===== src/rtl/frame_loader_if.sv =====
// Byte-stream and frame-bus bundle between a row-byte producer and frame_loader.
// Latency: none, wiring only.
// Backpressure: the producer holds byte_valid/byte_in until byte_ready is seen at a clock edge.
//
// Signals:
//   byte_in[7:0]           row data, bit k = LED k of the row
//   byte_valid             byte_in is valid this cycle
//   byte_ready             loader accepts a byte this cycle
//   frame_start            resync pulse, next accepted byte is byte 0
//   frame_cube_flat[511:0] front buffer, byte i at [8i+7:8i], i = layer*8 + row
//   frame_done             one-cycle pulse when the front buffer updates
//   frame_err              one-cycle pulse when a partial frame is aborted
interface frame_loader_if;
  logic [7:0]   byte_in;
  logic         byte_valid;
  logic         byte_ready;
  logic         frame_start;
  logic [511:0] frame_cube_flat;
  logic         frame_done;
  logic         frame_err;

  // Producer side (feeds bytes, observes the frame bus).
  modport master (
    output byte_in, byte_valid, frame_start,
    input  byte_ready, frame_cube_flat, frame_done, frame_err
  );

  // Loader side.
  modport slave (
    input  byte_in, byte_valid, frame_start,
    output byte_ready, frame_cube_flat, frame_done, frame_err
  );
endinterface


===== src/rtl/frame_loader.sv =====
// Assembles a 64-byte LED-cube frame in a back buffer and swaps it whole into the front buffer.
// Latency: front buffer and frame_done update one clock after the last byte is accepted.
// Backpressure: byte_ready drops for the single swap cycle only; otherwise every offered byte is taken.
//
// Ports:
//   clk   system clock
//   rst   asynchronous, active-high reset
//   bus   frame_loader_if.slave (byte stream in, frame bus and status pulses out)
// Parameters:
//   TIMEOUT  idle cycles allowed between accepted bytes of one frame (>= 2)
//   TW       timeout counter width, 2**TW > TIMEOUT
// Build option:
//   FRAME_LOADER_CHKSUM_EN  frames carry a 65th byte holding the XOR of bytes 0..63;
//                           a mismatch aborts the frame instead of swapping it.
module frame_loader #(
  parameter int TIMEOUT = 100000,
  parameter int TW      = 17
) (
  input  logic          clk,
  input  logic          rst,
  frame_loader_if.slave bus
);

  typedef enum logic [1:0] {
    IDLE = 2'd0,
    LOAD = 2'd1,
    CHK  = 2'd2,
    SWAP = 2'd3
  } state_t;

  state_t        state;
  logic [511:0]  back;
  logic [5:0]    ptr;
  logic [TW-1:0] tcnt;
  logic          accept;
`ifdef FRAME_LOADER_CHKSUM_EN
  logic [7:0]    chk;
`endif

  assign accept = bus.byte_valid && bus.byte_ready;

  always_ff @(posedge clk or posedge rst) begin
    if (rst) begin
      state               <= IDLE;
      back                <= '0;
      ptr                 <= '0;
      tcnt                <= '0;
      bus.byte_ready      <= 1'b0;
      bus.frame_cube_flat <= '0;
      bus.frame_done      <= 1'b0;
      bus.frame_err       <= 1'b0;
`ifdef FRAME_LOADER_CHKSUM_EN
      chk                 <= '0;
`endif
    end else begin
      bus.frame_done <= 1'b0;
      bus.frame_err  <= 1'b0;

      case (state)
        IDLE: begin
          tcnt           <= '0;
          ptr            <= '0;
          bus.byte_ready <= 1'b1;
          // A resync in IDLE has nothing to discard, so it is simply a normal byte 0.
          if (accept) begin
            back[7:0] <= bus.byte_in;
            ptr       <= 6'd1;
            state     <= LOAD;
`ifdef FRAME_LOADER_CHKSUM_EN
            chk       <= bus.byte_in;
`endif
          end
        end

        SWAP: begin
          // frame_start and any offered byte are ignored here; the swap always completes.
          bus.frame_cube_flat <= back;
          bus.frame_done      <= 1'b1;
          ptr                 <= '0;
          tcnt                <= '0;
          bus.byte_ready      <= 1'b1;
          state               <= IDLE;
        end

        default: begin  // LOAD, and CHK when the checksum byte is expected
          if (bus.frame_start) begin
            // Resync outranks the running pointer: a simultaneous byte restarts the frame.
            bus.frame_err <= 1'b1;
            tcnt          <= '0;
            if (accept) begin
              back[7:0] <= bus.byte_in;
              ptr       <= 6'd1;
              state     <= LOAD;
`ifdef FRAME_LOADER_CHKSUM_EN
              chk       <= bus.byte_in;
`endif
            end else begin
              ptr   <= '0;
              state <= IDLE;
            end
          end else if (accept) begin
            // An accepted byte beats a timeout expiring in the same cycle.
            tcnt <= '0;
            if (state == LOAD) begin
              back[{ptr, 3'b000} +: 8] <= bus.byte_in;
              ptr                      <= ptr + 6'd1;
`ifdef FRAME_LOADER_CHKSUM_EN
              chk                      <= chk ^ bus.byte_in;
              if (ptr == 6'd63) begin
                state <= CHK;
              end
`else
              if (ptr == 6'd63) begin
                state          <= SWAP;
                bus.byte_ready <= 1'b0;
              end
`endif
            end
`ifdef FRAME_LOADER_CHKSUM_EN
            else begin
              ptr <= '0;
              if (bus.byte_in == chk) begin
                state          <= SWAP;
                bus.byte_ready <= 1'b0;
              end else begin
                bus.frame_err <= 1'b1;
                state         <= IDLE;
              end
            end
`endif
          end else if (tcnt == TW'(TIMEOUT - 1)) begin
            // This idle cycle would bring the count to TIMEOUT: abort, front buffer untouched.
            bus.frame_err <= 1'b1;
            tcnt          <= '0;
            ptr           <= '0;
            state         <= IDLE;
          end else begin
            tcnt <= tcnt + TW'(1);
          end
        end
      endcase
    end
  end

endmodule


===== src/flat_wrapper.sv =====
// flat-port wrapper written by rule: the top's interface ports become plain ports
module frame_loader_flat 
#(
  parameter int TIMEOUT = 100000,
  parameter int TW      = 17
)
  (clk, rst, bus_byte_in, bus_byte_valid, bus_frame_start, bus_byte_ready, bus_frame_cube_flat, bus_frame_done, bus_frame_err);
  frame_loader_if bus_i ();
  input  logic clk;
  input  logic rst;
  input wire logic [$bits(bus_i.byte_in)-1:0] bus_byte_in;
  input wire logic [$bits(bus_i.byte_valid)-1:0] bus_byte_valid;
  input wire logic [$bits(bus_i.frame_start)-1:0] bus_frame_start;
  output wire logic [$bits(bus_i.byte_ready)-1:0] bus_byte_ready;
  output wire logic [$bits(bus_i.frame_cube_flat)-1:0] bus_frame_cube_flat;
  output wire logic [$bits(bus_i.frame_done)-1:0] bus_frame_done;
  output wire logic [$bits(bus_i.frame_err)-1:0] bus_frame_err;
  assign bus_i.byte_in = bus_byte_in;
  assign bus_i.byte_valid = bus_byte_valid;
  assign bus_i.frame_start = bus_frame_start;
  assign bus_byte_ready = bus_i.byte_ready;
  assign bus_frame_cube_flat = bus_i.frame_cube_flat;
  assign bus_frame_done = bus_i.frame_done;
  assign bus_frame_err = bus_i.frame_err;
  frame_loader #(.TIMEOUT(TIMEOUT), .TW(TW)) u_core (.clk(clk), .rst(rst), .bus(bus_i));
endmodule

===== config.mk =====
export PLATFORM = sky130hd
export DESIGN_NAME = frame_loader_flat
export DESIGN_NICKNAME = d
export VERILOG_FILES = /design/src/rtl/frame_loader_if.sv /design/src/rtl/frame_loader.sv /design/src/flat_wrapper.sv
export SDC_FILE = /design/constraint.sdc
export NUM_CORES = 2
export LEC_CHECK = 0
export BUFFER_PORTS_ARGS = -buffer_cell sky130_fd_sc_hd__buf_4
export CORE_UTILIZATION = 60
export CTS_CLUSTER_DIAMETER = 150
export DETAILED_ROUTE_END_ITERATION = 6
export GPL_TIMING_DRIVEN = 1
export HOLD_SLACK_MARGIN = 0.12
export PLACE_DENSITY = 0.87
export SLEW_MARGIN = 20
export SYNTH_ARGS = -nofsm -noshare
export SYNTH_HDL_FRONTEND = slang
export SYNTH_SLANG_ARGS = --single-unit

===== constraint.sdc =====
create_clock -name clk -period 117.5 [get_ports clk]
set_input_delay 23.5 -clock clk [delete_from_list [all_inputs] [get_ports clk]]
set_output_delay 23.5 -clock clk [all_outputs]
set_load 0.01 [all_outputs]

==> reports/qor_table.md <==
| Item | This run | Unit |
|:---|:---|:---|
| Largest net degree at the start of global routing | 200 | - |
| Final antenna-violating net count | 0 | - |
| Total number of nets in the final design | 3194 | - |
| Max-Cap Viols | 0 | - |
| Clock insertion delay at the later pin of the skew report | 660 | ps |
| Met2 Routed Length | 53200 | µm |
| Cell types with the largest area share after synthesis | dfrtp_1 64%, mux2_2 26%, clkbuf_1 1.2% | - |
| Cell at the root of the clock tree | clkbuf_16 | - |
| GP Congestion | 0.850 | - |
| Cell-by-cell trace of the critical path | buf_4 -> inv_8 -> buf_16 -> buf_4 -> buf_4 -> buf_6 -> buf_12 -> buf_16 | - |
| Setup crit end kind | async pin | - |
| Share of synthesized cell area in full adder, half adder and majority cells | 0.275 | % |
| Met3 Wirelength | 7220 | µm |
| Post-layout instance count excluding filler cells | 4126 | - |
| Met1 layer wirelength in the final routing | 43500 | µm |
| Worst-case vdd ir drop | 0.0117 | mV |
| Average instance area after synthesis | 15.4 | µm² |
| Final number of setup-violating endpoints | 0 | - |
| Flop-to-flop setup slack | 112990 | ps |
| Area used by multi-input combinational logic | 14100 | µm² |
| Max-slew violation count | 0 | - |
| CTS resizes | 0 | - |
| Post-synth net total | 2688 | - |
| Count of clock tree sinks | 1052 | - |
| Ys flop type | dfrtp_1 | - |
| Fraction of post-synthesis cell area in the top cell type by area | 64.2 | % |
| Post-route DRC | 0 | - |
| FF+latch count, synth | 1052 | - |
| Status | finished clean | - |
| Die Ht | 263 | µm |
| Classification of the worst setup path | primary input to async pin | - |
| Timing-limited maximum frequency | 36.8 | MHz |
| Seq/Total Area, Yosys | 64.2 | % |
| RSZ-0062 raised after global routing | no | - |
| Post-detailed-placement half-perimeter wirelength | 72000 | µm |
| Cell variety after synth | 68 | - |
| Initial detailed-routing violation count | 1944 | - |
| Drt first pass iters | 5 | - |
| Cell type with the highest aggregate area in the netlist | dfrtp_1 | - |
| Netlist area before placement | 41000 | µm² |
| Via density per instance | 6.01 | - |
| Clock tree from TritonCTS | yes | - |
| Initial core utilization | 60.8 | % |
| Fraction of registers with async set or reset after synthesis | 100 | % |
| Slew @ Worst Pin | 1100 | ps |
| Total Wirelength | 109000 | µm |
| Max incr delay on CP | 900 | ps |
| Maximum fanout along the worst path | 144 | - |
| Ratio of final minimum period to clock period | 23.1 | % |
| Largest family of logic cells by synthesized area | multiplexers | - |
| Number of enable-type register cells in the synthesized netlist | 0 | - |
| Simple-gate area share of the yosys netlist | 4.20 | % |
| Deepest clock path buffer count | 3 | - |
| Routed via count | 24.8k | - |
| Setup TNS | 0 | ps |
| Die ar. | 69400 | µm² |
| Antenna violations before repair | 0 | - |
| First-pass GRT wire length | 166000 | µm |
| Fin. Hold Viols | 0 | - |
| Number of buffers inserted during clock tree synthesis | 102 | - |
| Worst path arrival time | 27870 | ps |
| Compound-gate portion of the synthesized area | 3.18 | % |
| Warnings, synthesis | 0 | - |
| Total of fill cells in the finished design | 4018 | - |
| Remaining max-slew budget at the tightest pin | 26.4 | % |
| Hold WC Path Type | flop to flop | - |
| Ratio of total power to cell area | 17.3 | nW/µm² |
| Number of I/O port buffers | 526 | - |
| Gate Count Post-Synth | 2667 | - |
| CTS H-tree depth | 3 | - |
| Kind of launch point of the worst setup path | primary input | - |
| Total GRT Usage | 31.8 | % |
| Uppermost routed layer | met4 | - |
| Shortest clock period the worst path allows after layout | 27170 | ps |
| Static leakage | 25.5 | nW |
| Top-level port count | 527 | - |
| Chip Width | 263 | µm |
| Multiplexer share of the synthesized area | 26.0 | % |
| Share of post-route cells with drive strength above 1 | 53.4 | % |
| Buffers & Inverters on Critical Path | 8 | - |
| Cell at the slowest stage of the critical path | buf_4 | - |
| Seq. cell area | 26300 | µm² |
| Number of setup buffers added after CTS | 0 | - |
| Most common cell after layout, fill and taps aside | dfrtp_1 | - |
| Via count of the first global-routing pass | 26.5k | - |
| Area inside the core boundary | 67400 | µm² |
| Cell family contributing the most delay on the critical path | buffers and inverters | - |
| Cell count after placement | 3938 | - |
| Layout area overhead | 20.1 | % |
| Most prevalent standard cell on the critical path | buf_4 | - |
| Clk pin slew, worst setup/hold paths | 60 | ps |
| Count of hold buffers inserted by post-cts repair | 0 | - |
| Aggregate global routing overflow | 0 | - |
| Wire length per cell after detailed routing | 26.5 | µm |
| Final worst clock skew | 22.0 | ps |
| Most used cells in the layout excluding fill and tap cells | 1052 x dfrtp_1, 945 x mux2_2, 547 x buf_4, 103 x clkbuf_16, 62 x o21ai_0 | - |
| Placement Rows | 95 | - |
| Xor and xnor fraction of the mapped netlist area | 0.534 | % |
| Data required time of the critical path | 118200 | ps |
==> worst paths after layout <==
check / start / end / cells past startpoint
setup / recovery: rst / u_core.back[131]$_DFFE_PP0P_ / 8
hold / removal: u_core.back[144]$_DFFE_PP0P_ / u_core.back[144]$_DFFE_PP0P_ / 1
setup reg to reg: u_core.state[1]$_DFFE_PP0P_ / u_core.bus.frame_cube_flat[449]$_DFFE_PP0P_ / 5
hold reg to reg: u_core.back[144]$_DFFE_PP0P_ / u_core.back[144]$_DFFE_PP0P_ / 1
max in group clk: bus_frame_start / u_core.back[497]$_DFFE_PP0P_ / 6
min in group asynchronous: rst / u_core.bus.frame_cube_flat[484]$_DFFE_PP0P_ / 2
==> final cells by class <==
| type | count | share of cell area [%] |
|---|---|---|
| Inverter | 9 | 0.0839 |
| Clock buffer | 137 | 5.88 |
| Clock inverter | 46 | 1.03 |
| Multi-Input combinational cell | 1451 | 28.5 |
| Tap cell | 873 | 2.22 |
| Antenna cell | 1 | 0.00508 |
| Timing Repair Buffer | 557 | 8.75 |
| Sequential cell | 1052 | 53.5 |
==> per-layer routing <==
layer	up-vias	track usage (%)
met2	866	51.5
met4	0	15.3
met3	271	7.67
met5	-	0
li1	10600	-
met1	13100	40.5
==> registers in the layout, indices dropped and copies added, names as in the netlist <==
| register | flops |
|---|---|
| u_core.back | 512 |
| u_core.bus.frame_cube_flat | 512 |
| u_core.tcnt | 17 |
| u_core.ptr | 6 |
| u_core.state | 2 |
| u_core.bus.byte_ready | 1 |
| u_core.bus.frame_done | 1 |
| u_core.bus.frame_err | 1 |
==> cells in the mapped netlist, drive strengths merged (4+ instances only) <==
library cell     n
o211ai           4
or4              4
nand4            5
xnor2           14
or2             10
a32o            24
o31ai           50
inv              9
nand2b           6
a21oi            8
ha               9
nand3b           4
nor3b            6
buf             25
nand3           17
and2            32
nor2            62
nor4             9
and3            35
o41ai            8
nand2           62
nor2b            6
mux2           945
clkbuf         130
nor3            17
dfrtp         1052
xor2            11
o21ai           68
==> metrics by stage <==
stage | hold slack [ps] | utilization [%] | instance area, µm² | worst slack [ps] | total power [mW]
2_1_floorplan | 460 | - | 41000 | 64390 | 0.481
3_3_place_gp | 469 | 67.8 | 45700 | 89290 | 0.520
5_1_grt | 503 | 73.0 | 49200 | 89630 | 0.881
6_report | 487 | 73.0 | 49200 | 90330 | 0.852
3_5_place_dp | 477 | 67.8 | 45700 | 89000 | 0.528
4_1_cts | 491 | 72.8 | 49100 | 89710 | 0.855
==> cell families after synthesis <==
group / after synthesis
buffers and inverters: 164
XOR/XNOR: 25
multiplexers: 946
AO/OA/AOI/OAI: 184
flip-flops: 1052
AND/OR/NAND/NOR: 287
adder cells (fa/ha/maj): 9
==> where the power goes <==
part           switching (mW)  internal (mW)
combinational          0.0932         0.0478
sequential            0.00915          0.373
clock                   0.139          0.191
(Power assumes the default switching activity.)
